<file path="src/rtl/exam_seq_pkg.sv">
// exam_seq_pkg: shared types, constants and LFSR step for the exam test sequencer
package exam_seq_pkg;
    typedef enum logic [2:0] {IDLE, CLR, RUN, FLUSH, DONE} state_t;
    localparam logic [7:0]  LFSR_TAPS = 8'hB8;
    localparam logic [15:0] MISR_POLY = 16'h1021;
    localparam logic [15:0] MISR_INIT = 16'h0000;
    function automatic logic [7:0] lfsr_next(input logic [7:0] l);
        return {l[6:0], ^(l & LFSR_TAPS)};
    endfunction
endpackage

</file>
<file path="src/rtl/exam_test_sequencer_if.sv">
// exam_test_sequencer_if: link between the sequencer and the student circuit under test
interface exam_test_sequencer_if;
    logic       dut_clear;
    logic [7:0] dut_input;
    logic [7:0] dut_output;
    modport master (output dut_clear, dut_input, input dut_output);
    modport slave  (input dut_clear, dut_input, output dut_output);
endinterface

</file>
<file path="src/rtl/sig_misr16.sv">
// sig_misr16: 16-bit MISR compressing 8-bit circuit outputs into a signature
module sig_misr16
    import exam_seq_pkg::*;
(
    input  logic        clk,
    input  logic        clear_n,
    input  logic        init,
    input  logic        en,
    input  logic [7:0]  din,
    output logic [15:0] sig
);
    logic [15:0] sig_q;
    // signature register: restart on init, fold in din on enabled cycles
    always_ff @(posedge clk or negedge clear_n) begin
        if (!clear_n) sig_q <= MISR_INIT;
        else if (init) sig_q <= MISR_INIT;
        else if (en) sig_q <= {sig_q[14:0], 1'b0} ^ (sig_q[15] ? MISR_POLY : 16'h0000) ^ {8'h00, din};
    end
    assign sig = sig_q;
endmodule

</file>
<file path="src/rtl/exam_test_sequencer.sv">
// exam_test_sequencer: clears the student circuit, drives LFSR vectors and signs its outputs
module exam_test_sequencer
    import exam_seq_pkg::*;
#(
    parameter int CLR_CYCLES = 2,
    parameter int DUT_LAT    = 0,
    parameter int CNT_W      = 16
) (
    input  logic                  clk,
    input  logic                  clear_n,
    input  logic                  start,
    input  logic                  abort,
    input  logic [7:0]            seed,
    input  logic [CNT_W-1:0]      num_vectors,
    exam_test_sequencer_if.master cct,
    output logic                  busy,
    output logic                  done,
    output logic [15:0]           signature
);
    localparam int CW = $clog2(CLR_CYCLES + 1);
    state_t           state_q, state_d;
    logic [7:0]       lfsr_q, lfsr_d;
    logic [CNT_W-1:0] cnt_q, cnt_d;
    logic [CW-1:0]    clr_q, clr_d;
    logic             accept, run, drive, cap;
    assign run   = state_q == RUN;
    assign drive = run || state_q == FLUSH;
    // state, vector, remaining-count and clear-length registers
    always_ff @(posedge clk or negedge clear_n) begin
        if (!clear_n) begin
            state_q <= IDLE;
            lfsr_q  <= 8'h01;
            cnt_q   <= '0;
            clr_q   <= '0;
        end else begin
            state_q <= state_d;
            lfsr_q  <= lfsr_d;
            cnt_q   <= cnt_d;
            clr_q   <= clr_d;
        end
    end
    // next-state logic; the last vector is held (not stepped) so FLUSH replays it
    always_comb begin
        state_d = state_q;
        lfsr_d  = lfsr_q;
        cnt_d   = cnt_q;
        clr_d   = clr_q;
        accept  = 1'b0;
        case (state_q)
            IDLE: if (start) begin
                state_d = CLR;
                accept  = 1'b1;
                lfsr_d  = (seed == 8'h00) ? 8'h01 : seed;
                cnt_d   = num_vectors;
                clr_d   = CW'(CLR_CYCLES - 1);
            end
            CLR: begin
                if (abort) state_d = IDLE;
                else if (clr_q == '0) state_d = (cnt_q != '0) ? RUN : DONE;
                else clr_d = clr_q - 1'b1;
            end
            RUN: begin
                if (abort) state_d = IDLE;
                else if (cnt_q == CNT_W'(1)) begin
                    cnt_d   = '0;
                    state_d = (DUT_LAT != 0) ? FLUSH : DONE;
                end else begin
                    cnt_d  = cnt_q - 1'b1;
                    lfsr_d = lfsr_next(lfsr_q);
                end
            end
            FLUSH:   state_d = abort ? IDLE : DONE;
            DONE:    state_d = IDLE;
            default: state_d = IDLE;
        endcase
    end
    generate
        if (DUT_LAT == 0) begin : g_comb
            assign cap = run;
        end else begin : g_reg
            logic [DUT_LAT-1:0] v_q;
            // valid pipe marking which cycles carry the response to a driven vector
            always_ff @(posedge clk or negedge clear_n) begin
                if (!clear_n) v_q <= '0;
                else v_q <= DUT_LAT'({v_q, run});
            end
            assign cap = v_q[DUT_LAT-1] && drive;
        end
    endgenerate
    assign cct.dut_clear = !drive;
    assign cct.dut_input = drive ? lfsr_q : 8'h00;
    assign busy          = state_q == CLR || drive;
    assign done          = state_q == DONE;
    sig_misr16 u_misr (
        .clk     (clk),
        .clear_n (clear_n),
        .init    (accept),
        .en      (cap),
        .din     (cct.dut_output),
        .sig     (signature)
    );
endmodule

</file>
<file path="src/flat_wrapper.sv">
// flat-port wrapper written by rule: the top's interface ports become plain ports
module exam_test_sequencer_flat import exam_seq_pkg::*;
#(
    parameter int CLR_CYCLES = 2,
    parameter int DUT_LAT    = 0,
    parameter int CNT_W      = 16
)
  (clk, clear_n, start, abort, seed, num_vectors, busy, done, signature, cct_dut_clear, cct_dut_input, cct_dut_output);
  exam_test_sequencer_if cct_i ();
  input  logic clk;
  input  logic clear_n;
  input  logic start;
  input  logic abort;
  input  logic [7:0] seed;
  input  logic [CNT_W-1:0] num_vectors;
  output logic busy;
  output logic done;
  output logic [15:0] signature;
  output wire logic [$bits(cct_i.dut_clear)-1:0] cct_dut_clear;
  output wire logic [$bits(cct_i.dut_input)-1:0] cct_dut_input;
  input wire logic [$bits(cct_i.dut_output)-1:0] cct_dut_output;
  assign cct_dut_clear = cct_i.dut_clear;
  assign cct_dut_input = cct_i.dut_input;
  assign cct_i.dut_output = cct_dut_output;
  exam_test_sequencer #(.CLR_CYCLES(CLR_CYCLES), .DUT_LAT(DUT_LAT), .CNT_W(CNT_W)) u_core (.clk(clk), .clear_n(clear_n), .start(start), .abort(abort), .seed(seed), .num_vectors(num_vectors), .cct(cct_i), .busy(busy), .done(done), .signature(signature));
endmodule
</file>
<file path="config.mk">
export PLATFORM = sky130hd
export DESIGN_NAME = exam_test_sequencer_flat
export DESIGN_NICKNAME = d
export VERILOG_FILES = /design/src/rtl/exam_seq_pkg.sv /design/src/rtl/exam_test_sequencer_if.sv /design/src/rtl/sig_misr16.sv /design/src/rtl/exam_test_sequencer.sv /design/src/flat_wrapper.sv
export SDC_FILE = /design/constraint.sdc
export NUM_CORES = 1
export LEC_CHECK = 0
export BUFFER_PORTS_ARGS = -buffer_cell sky130_fd_sc_hd__buf_2
export CAP_MARGIN = 15
export CORE_UTILIZATION = 35
export DETAILED_ROUTE_END_ITERATION = 8
export GPL_ROUTABILITY_DRIVEN = 0
export PLACE_DENSITY = 0.63
export SYNTH_ARGS = -nofsm -noshare
export SYNTH_HDL_FRONTEND = slang
export SYNTH_SLANG_ARGS = --single-unit
</file>
<file path="constraint.sdc">
create_clock -name clk -period 2.3 [get_ports clk]
set_input_delay 0.115 -clock clk [delete_from_list [all_inputs] [get_ports clk]]
set_output_delay 0.115 -clock clk [all_outputs]
set_load 0.01 [all_outputs]
</file>
==> metrics.md, run 1 <==
| Metric | Value |
|---|---|
| Nets | `slightly below 400` |
| DR vias/cell | `slightly above 5` |
| Cell taking the most area after synthesis | `dfrtp_1` |
| CP max-delay cell | `or3b_2` |
| Largest family of logic cells by synthesized area | `simple AND/OR/NAND/NOR gates` |
| TNS Setup | `0 ps` |
| Largest net degree at the start of global routing | `46` |
| Fraction of layout cells with a size suffix above 1 | `27.3%` |
| Post-Syn Area | `approximately 2700 um^2` |
| Wire per inst | `13.8 um` |
| Clock sinks | `45` |
| Initial antenna violation count | `0` |
| Final HPWL DP | `around 4.5 mm` |
| Vias post-DR | `~2400` |
| Initial DRC Count | `between 60 and 70` |
| Final cell count without fillers | `~460` |
| Post-synthesis simple-gate area fraction | `about 25%` |
| HP Class | `in -> reg` |
| Clock skew | `9.23 ps` |
| Slew margin rel. | `between 40% and 50%` |
| CTS H-tree depth | `2` |
| Placed cells | `449` |
| Initial Util | `between 30 and 40%` |
| Area Overhead vs Synth | `20.8%` |
| First-pass GRT wire length | `approximately 11 mm` |
| Final min period | `approximately 2000 ps` |
| Syn nets | `335` |
| Status | `finished, final reports clean` |
| Yosys top cell area share | `40.3%` |
| Period Utilization, post-route | `between 80% and 90%` |
| Number of buffers created by CTS | `5` |
| Io pins | `63` |
| Worst VDD drop | `0.000374 V` |
| Worst slew pin tran | `around 770 ps` |
| Critical Path, Cell by Cell | `inv_1, ha_1, or3b_2, nor2_1, nand4_1, o311ai_0` |
| Worst-Skew Late Latency | `300 ps` |
| Root buffer cell | `clkbuf_8` |
| Dominant synthesized flop cell | `dfrtp_1` |
| Post-synthesis xor/xnor area fraction | `under 10%` |
| Antenna fix cells | `0` |
| Sequential area share after synthesis | `41.2%` |
| Distinct cells, synth | `51` |
| Clock Pin Slew Worst Setup and Hold Paths | `approximately 90 ps` |
| Yosys reg bits | `45` |
| Critical Path Fanout Max | `5` |
| Syn avg cell area | `between 9 and 10 um^2` |
| FP Rows | `31` |
| Clock Path Buffers | `2` |
| Synth async-reset ratio | `100%` |
| # fillers | `758` |
| Leakage power | `between 1 and 1.5 nW` |
| CTS tree | `done` |
| Post-Synth Adder-Cell Area | `1.83%` |
| Residual DRC | `0` |
| Startpoint Class | `register` |
| Worst Path Arrival | `~2200 ps` |
| Final hold viol count | `0` |
| DIE HEIGHT | `around 90 um` |
| DR pass1 iterations | `5` |
| Mux share of post-synthesis cell area | `about 7.4%` |
| Post-synth EDFFs | `0` |
| Routed Antenna Nets | `0` |
| Total congestion overflow | `0` |
| CP peak stage delay | `500 ps` |
| Yosys warning count | `0` |
| Crit Path Class | `reg -> reg` |
| DIE AREA | `8170 um^2` |
| Largest cells by area after synthesis | `dfrtp_1 (40%), nand2_1 (5.8%), mux2_4 (4.4%)` |
| Compound-cell area share of the yosys netlist | `15.6%` |
| GR Util All Layers | `approximately 16%` |
| Quantity of I/O buffers inserted on ports | `62` |
| Core area | `roughly 7400 um^2` |
| Final WL | `roughly 6.3 mm` |
| Die W | `approximately 90 um` |
| Fmax | `~500 MHz` |
| Final Max Tran Viols | `0` |
| Max Cap Viol | `0` |
| Post-synthesis cell count | `between 200 and 300` |
| WP data required | `about 2500 ps` |
| Power consumption | `around 3.6 mW` |
| Vias in the first global route | `2174` |
| Unrepaired setup endpoints after global routing | `no` |
| Setup crit end kind | `register` |
| Final setup viols | `0` |
| Power per Cell Area | `roughly 1100 nW/um^2` |
[final cells by class]
cell class	instances	area, um^2	share of cell area (%)
Clock buffer	6	72.6	2.20
Clock inverter	2	38.8	1.17
Inverter	14	52.6	1.59
Multi-Input combinational cell	219	1490	45.2
Sequential cell	45	1130	34.1
Tap cell	99	124	3.75
Timing Repair Buffer	73	395	12.0
[metal layers]
| metal | global-route usage [%] | wire length [um] | vias up | part of all wire, % |
|---|---|---|---|---|
| li1 | - | - | 1182 | - |
| met4 | 4.44 | 73 | 0 | 1.2 |
| met3 | 2.61 | 286 | 5 | 4.5 |
| met2 | 25.4 | 2840 | 77 | 45 |
| met5 | 0 | 0 | - | 0 |
| met1 | 23.1 | 3110 | 1098 | 49 |
[cell families (layout without fill, tap and decap cells)]
logic type,Yosys count,after routing
muxes,16,16
and+or+nand+nor,125,125
buffers and inverters,31,95
adders and majority gates,4,4
xor gates and xnor gates,13,13
DFF,45,45
AOI/OAI and AO/OA,61,61
[Yosys cell counts (4+ instances only)]
master,count
a211oi_1,7
a21oi_1,11
a22oi_1,4
a31oi_1,10
and2_0,5
and2_1,15
clkbuf_1,14
dfrtp_1,44
ha_1,4
inv_1,14
mux2_4,8
mux2i_1,7
nand2_1,42
nand3_1,9
nand4_1,6
nor2_1,19
nor3_1,4
o22ai_1,8
xnor2_1,12
[worst paths after layout]
| check | start | endpoint | slack [ps] | cells past startpoint |
|---|---|---|---|---|
| min reg2reg | u_core.u_misr.sig[7] | u_core.u_misr.sig[7] | 520 | 2 |
| min | abort | u_core.state_q[1] | 60 | 2 |
| max reg2reg | u_core.cnt_q[0] | u_core.cnt_q[14] | 250 | 6 |
| min in group asynchronous | clear_n | u_core.cnt_q[15] | 410 | 3 |
| max in group asynchronous | clear_n | u_core.cnt_q[0] | 1470 | 3 |
| max | u_core.cnt_q[0] | u_core.cnt_q[14] | 250 | 6 |
[sequential cells by signal, summed over array words and instances, names as in the netlist]
signal and count:
u_core.cnt_q 16, u_core.clr_q 2, u_core.u_misr.sig 16, u_core.lfsr_q 8, u_core.state_q 3
[layout by cell type, fill, tap and decap left out, types with 2 or more instances in the layout]
| cell | synthesis | final |
|---|---|---|
| a211oi_1 | 7 | 7 |
| a21oi_1 | 11 | 11 |
| a22o_1 | 2 | 2 |
| a22oi_1 | 4 | 4 |
| a31oi_1 | 10 | 10 |
| a41oi_1 | 3 | 3 |
| and2_0 | 5 | 5 |
| and2_1 | 15 | 15 |
| buf_2 | 2 | 62 |
| buf_4 | 0 | 10 |
| clkbuf_8 | 0 | 5 |
| dfrtp_1 | 44 | 44 |
| ha_1 | 4 | 4 |
| inv_1 | 14 | 14 |
| mux2_4 | 8 | 8 |
| mux2i_1 | 7 | 7 |
| nand2_1 | 42 | 42 |
| nand2b_1 | 2 | 2 |
| nand3_1 | 9 | 9 |
| nand3b_1 | 2 | 2 |
| nand4_1 | 6 | 6 |
| nor2_1 | 19 | 19 |
| nor3_1 | 4 | 4 |
| nor3b_1 | 3 | 3 |
| nor4_1 | 3 | 3 |
| nor4_4 | 2 | 2 |
| o2111ai_1 | 3 | 3 |
| o21ai_0 | 3 | 3 |
| o221ai_1 | 2 | 2 |
| o22ai_1 | 8 | 8 |
| o311ai_0 | 3 | 3 |
| or3_1 | 2 | 2 |
| or4_1 | 2 | 2 |
| xnor2_1 | 12 | 12 |
[power breakdown]
part	internal, mW	switching [mW]
clock network	0.326	0.280
registers	1.10	0.383
logic	0.724	0.740
[through the flow]
step / hold slack [ps] / area [um^2] / util (%) / setup WS (ps)
2_1_floorplan: -181 / 2730 / - / 453
3_3_place_gp: 240 / 3180 / 42.9 / 345
3_5_place_dp: 246 / 3180 / 42.9 / 258
4_1_cts: 55.6 / 3300 / 44.6 / 250
5_1_grt: 60.1 / 3300 / 44.6 / 86.4
6_report: 64.2 / 3300 / 44.6 / 247
[critical path, delay by kind of cell (launching register included)]
kind / cells / cell delay (ps)
and+or+nand+nor: 3 / 850
DFF: 1 / 410
AOI/OAI and AO/OA: 1 / 310
adders and majority gates: 1 / 220
buffers and inverters: 1 / 140
[repair_timing]
item / CTS / global route
gates resized for setup: 0 / 0
endpoints found under the hold margin: 44 / 0
hold buffers: 1 / 0
buffers inserted: 0 / 0
(Power assumes the default switching activity.)
==> run 2: changes to the inputs <==
Settings changed: REMOVE_ABC_BUFFERS set to 1.
==> run 2 against run 1 <==
Design area increased by 0.15%. Largest power group is now combinational cells. Sequential power is essentially flat. Sequential share of layout area down 0.052 points. Highest routed layer unchanged. Clock power down 12%.
==> metrics.md, run 2 (synthesis gave the netlist of run 1 again) <==
| Metric | Value |
|---|---|
| Quantity of I/O buffers inserted on ports | `62` |
| Crit path capture | `u_core.lfsr_q[4]` |
| CTS H-tree depth | `2` |
| R2r endpoint | `u_core.lfsr_q[4]` |
| Clock sinks | `45` |
| GR Util All Layers | `approximately 17%` |
| DIE HEIGHT | `90.4 um` |
| Setup Buffers After CTS | `0` |
| Final WL | `around 6.6 mm` |
| Io pins | `63` |
| Routed Antenna Nets | `0` |
| Final setup viols | `0` |
| Final hold viol count | `0` |
| Fraction of layout cells with a size suffix above 1 | `27.8%` |
| CTS tree | `done` |
| Root buffer cell | `clkbuf_8` |
| Worst slew pin tran | `756 ps` |
| Critical register-to-register path startpoint | `u_core.cnt_q[1]` |
| Worst Path Arrival | `around 2300 ps` |
| Max Cap Viol | `0` |
| Vias in the first global route | `roughly 2300` |
| Post-Place Setup Slack | `257 ps` |
| DR pass1 iterations | `4` |
| # hold bufs at CTS | `1` |
| Initial Util | `36.9%` |
| DR vias/cell | `approximately 5.2` |
| Register area | `roughly 1100 um^2` |
| Antenna fix cells | `0` |
| Power consumption | `3.53 mW` |
| Slew margin rel. | `roughly half` |
| Most common cell after layout, fill and taps aside | `buf_2` |
| Final Max Tran Viols | `0` |
| Total congestion overflow | `0` |
| Post-DP Area | `~3200 um^2` |
| Final min period | `about 2100 ps` |
| Worst VDD drop | `0.000433 V` |
| Core area | `7410 um^2` |
| Wire per inst | `14.3 um` |
| Residual DRC | `0` |
| HP Class | `in -> reg` |
| DIE AREA | `8170 um^2` |
| Fmax | `approximately 480 MHz` |
| Critical Path Fanout Max | `8` |
| Period Utilization, post-route | `90.0%` |
| Initial DRC Count | `~160` |
| Crit path from | `u_core.cnt_q[1]` |
| Leakage power | `approximately 1.5 nW` |
| CTS resizes | `0` |
| Startpoint Class | `register` |
| Reg2reg setup slack | `between 200 and 250 ps` |
| Area Overhead vs Synth | `21.0%` |
| Clock Pin Slew Worst Setup and Hold Paths | `90 ps` |
| Initial antenna violation count | `0` |
| Power per Cell Area | `roughly 1100 nW/um^2` |
| Worst setup margin | `between 200 and 250 ps` |
| Area of the multi-input gates | `around 1500 um^2` |
| Most frequent cells in the layout | `buf_2 (62), dfrtp_1 (44), nand2_1 (42)` |
| Clock Path Buffers | `2` |
| # fillers | `~740` |
| FP Rows | `31` |
| Number of buffers created by CTS | `5` |
| Final HPWL DP | `between 4 and 5 mm` |
| Clock skew | `between 5 and 6 ps` |
| Post-Route Utilization | `about 45%` |
| Final cell count without fillers | `459` |
| First-pass GRT wire length | `between 10 and 15 mm` |
| Die W | `90.4 um` |
| Post-layout instance area | `approximately 3300 um^2` |
| Nets | `~400` |
| R2R depth | `6` |
| Status | `finished, final reports clean` |
| Unrepaired setup endpoints after global routing | `no` |
| Setup crit end kind | `register` |
| Crit Path Class | `reg -> reg` |
| Largest net degree at the start of global routing | `33` |
| Worst-Skew Late Latency | `approximately 300 ps` |
| WP data required | `roughly 2500 ps` |
| Vias post-DR | `around 2400` |
| Placed cells | `450` |
run 2: through the flow:
stage	hold WS (ps)	setup TNS [ps]
floorplan	-181	-9930
global placement	109	0
detailed placement	118	0
CTS	49.9	0
global route	71.3	0
finish	54.6	0
run 2: area by class of cell:
cell class / instances / share of cell area, %
clock inverters: 2 / 0.416
inverters: 14 / 1.59
clock buffers: 6 / 2.50
flip-flops and latches: 45 / 34.1
multi-input cells: 219 / 45.1
well taps: 99 / 3.74
repair buffers: 74 / 12.6
run 2: power by group:
| part | internal [mW] | switching (mW) | leakage, nW | total [mW] |
|---|---|---|---|---|
| logic | 0.744 | 0.777 | 0.882 | 1.52 |
| clock network | 0.244 | 0.287 | 0.0512 | 0.531 |
| registers | 1.10 | 0.372 | 0.566 | 1.47 |
| total | 2.09 | 1.44 | 1.50 | 3.53 |
run 2: worst max-delay path: stages, from the launching register on:
cell	delay, ps
dfrtp_1	400
inv_1	140
ha_1	150
nor3b_1	400
nand4_4	140
a21o_1	360
mux2_4	360
run 2: worst min-delay path by stage:
| stage | from | endpoint | slack, ps | cells after the start |
|---|---|---|---|---|
| finish | abort | u_core.state_q[1] | 50 | 2 |
| global route | abort | u_core.state_q[1] | 70 | 2 |
| CTS | abort | u_core.state_q[1] | 50 | 2 |
| detailed placement | clear_n | u_core.cnt_q[1] | 120 | 1 |
| global placement | clear_n | u_core.cnt_q[1] | 110 | 1 |
| floorplan | clear_n | u_core.clr_q[0] | -180 | 0 |
run 2: layer usage:
metal	GRT usage (%)	share of wire, %	vias up
li1	-	-	1185
met1	24.1	50	1135
met2	28.1	47	51
met3	2.61	2.7	5
met4	4.70	1.2	0
met5	0	0	-
==> run 3: changes to the inputs <==
Settings changed: CORE_ASPECT_RATIO set to 0.5, CORE_UTILIZATION 35 to 53, PLACE_DENSITY 0.63 to 0.86.
==> run 3 against run 2 <==
Non-clock buffer count is 4 lower. Final cell count is 7.2% lower. Clock skew is 5.8 ps higher. The run now ends with hold timing left. Critical endpoint is now u_core.cnt_q[14]. Largest power group unchanged. Highest routed layer unchanged. Die area is 33% lower. Via count is 1.9% higher.
==> metrics.md, run 3 (synthesis gave the netlist of run 1 again) <==
| Metric | Value |
|---|---|
| DIE AREA | `around 5500 um^2` |
| Wire per inst | `roughly 15 um` |
| Initial Util | `between 50% and 60%` |
| Final Max Tran Viols | `0` |
| CTS resizes | `0` |
| Post-layout instance area | `3250 um^2` |
| CP peak stage delay | `about 500 ps` |
| Switch share | `between 40% and 50%` |
| Initial DRC Count | `around 130` |
| Slew margin rel. | `between 30% and 40%` |
| Die W | `slightly above 100 um` |
| # hold bufs at CTS | `0` |
| Setup crit end kind | `register` |
| Clock power frac | `roughly 17%` |
| Post-DP Area | `between 3000 and 4000 um^2` |
| Crit Path Class | `reg -> reg` |
| Clock Pin Slew Worst Setup and Hold Paths | `about 100 ps` |
| Vias in the first global route | `between 2000 and 2500` |
| Failing checks | `hold timing` |
| Nets | `approximately 400` |
| Hold_ws | `-43.0 ps` |
| Critical Path Fanout Max | `5` |
| GR Util All Layers | `23.6%` |
| Antenna fix cells | `0` |
| Most common cell after layout, fill and taps aside | `buf_2` |
| Residual DRC | `0` |
| Core area | `between 4000 and 5000 um^2` |
| Final setup viols | `0` |
| Clock sinks | `45` |
| Critical Path, Cell by Cell | `inv_1, ha_1, or3b_2, nor2_1, nand4_1, o311ai_0` |
| Most frequent cells in the layout | `buf_2 (62), dfrtp_1 (44), nand2_1 (42)` |
| HP Class | `in -> async` |
| Worst VDD drop | `approximately 0.0004 V` |
| Total congestion overflow | `0` |
| Root buffer cell | `clkbuf_8` |
| NetSw | `1.45 mW` |
| DR vias/cell | `roughly 5.7` |
| Power consumption | `around 3.6 mW` |
| Largest net degree at the start of global routing | `46` |
| DR pass1 iterations | `4` |
| DIE HEIGHT | `52.8 um` |
| Startpoint Class | `register` |
| Flop pwr share | `40.8%` |
| Unrepaired setup endpoints after global routing | `no` |
| Status | `finished, violations left` |
| CTS tree | `done` |
| Area Overhead vs Synth | `18.7%` |
| TNS Setup | `0 ps` |
| Fmax | `roughly 470 MHz` |
| Worst-Skew Late Latency | `around 320 ps` |
| Clock Path Buffers | `2` |
| Io pins | `63` |
| Final HPWL DP | `around 4.3 mm` |
| Routed Antenna Nets | `0` |
| Fraction of layout cells with a size suffix above 1 | `between 20% and 30%` |
| Post-Route Utilization | `65.8%` |
| First-pass GRT wire length | `between 10 and 15 mm` |
| Quantity of I/O buffers inserted on ports | `slightly above 60` |
| Power per Cell Area | `1110 nW/um^2` |
| Max Cap Viol | `0` |
| Final WL | `a little over 6 mm` |
| FP Rows | `18` |
| Vias post-DR | `2421` |
| Period Utilization, post-route | `a little over 90%` |
| CTS H-tree depth | `2` |
| Leakage power | `roughly 1.5 nW` |
| Setup Buffers After CTS | `0` |
| Worst slew pin tran | `around 1000 ps` |
| WP data required | `2490 ps` |
| Final min period | `between 2000 and 2500 ps` |
| Worst Path Arrival | `about 2300 ps` |
| R2R depth | `6` |
| Combinational share of power | `41.8%` |
| Number of buffers created by CTS | `5` |
| Initial antenna violation count | `0` |
| Clock skew | `approximately 11 ps` |
| CP max-delay cell | `or3b_2` |
| Final hold viol count | `44` |
| Cell internal pwr | `between 2 and 2.5 mW` |
-- run 3: cell types whose count changed in the layout (fill, tap and decap cells not counted), sizes merged --
cell         before  now
buf              73   70
bufinv            0    1
clkbuf            6    5
clkinv            2    1
clkinvlp          0    1
dlygate4sd3       1    0
-- run 3: layer usage --
metal,up-vias,global-route usage (%),routed length [um],part of all wire (%)
met5,-,0,0,0
met4,0,9.66,68,1.1
met3,9,4.84,335,5.4
met2,76,41.5,3010,49
met1,1148,29.2,2780,45
li1,1188,-,-,-
-- run 3: power by group through the flow --
| stage | logic, mW | clock network (mW) | registers (mW) |
|---|---|---|---|
| 3_5_place_dp | 1.49 | 0 | 1.47 |
| 4_1_cts | 1.50 | 0.636 | 1.46 |
| 6_report | 1.50 | 0.627 | 1.47 |
| 5_1_grt | 1.66 | 0.666 | 1.51 |
| 3_3_place_gp | 1.44 | 0 | 1.45 |
| 2_1_floorplan | 1.05 | 0 | 1.44 |
-- run 3: per-stage QoR --
step / setup slack (ps) / cells / hold slack (ps)
CTS: 176 / 426 / 2.49
global placement: 374 / 418 / 321
global route: 0.217 / 426 / 40.4
detailed placement: 220 / 418 / 340
floorplan: -575 / 278 / -181
finish: 178 / 426 / -43.0
-- run 3: final cells by class --
class,instances,area (um^2)
Fill cell,381,1690
Multi-Input combinational cell,219,1490
Sequential cell,45,1130
Timing Repair Buffer,70,370
Tap cell,70,87.6
Clock buffer,5,68.8
Inverter,14,52.6
Clock inverter,3,46.3
-- run 3: worst paths after layout --
kind	startpoint	endpoint	slack, ps
max	u_core.cnt_q[0]	u_core.cnt_q[14]	180
min	clear_n	u_core.cnt_q[3]	-40
max reg2reg	u_core.cnt_q[0]	u_core.cnt_q[14]	180
min reg2reg	u_core.u_misr.sig[9]	u_core.u_misr.sig[9]	530
max in group asynchronous	clear_n	u_core.cnt_q[1]	1720
min in group clk	abort	u_core.state_q[1]	40
-- run 3: critical path: cells and delay by family, from the launching register on --
kind            cells  cell delay, ps
buf+inv             1             150
compound gates      1             320
simple gates        3             880
fa+ha+maj           1             230
flops               1             420
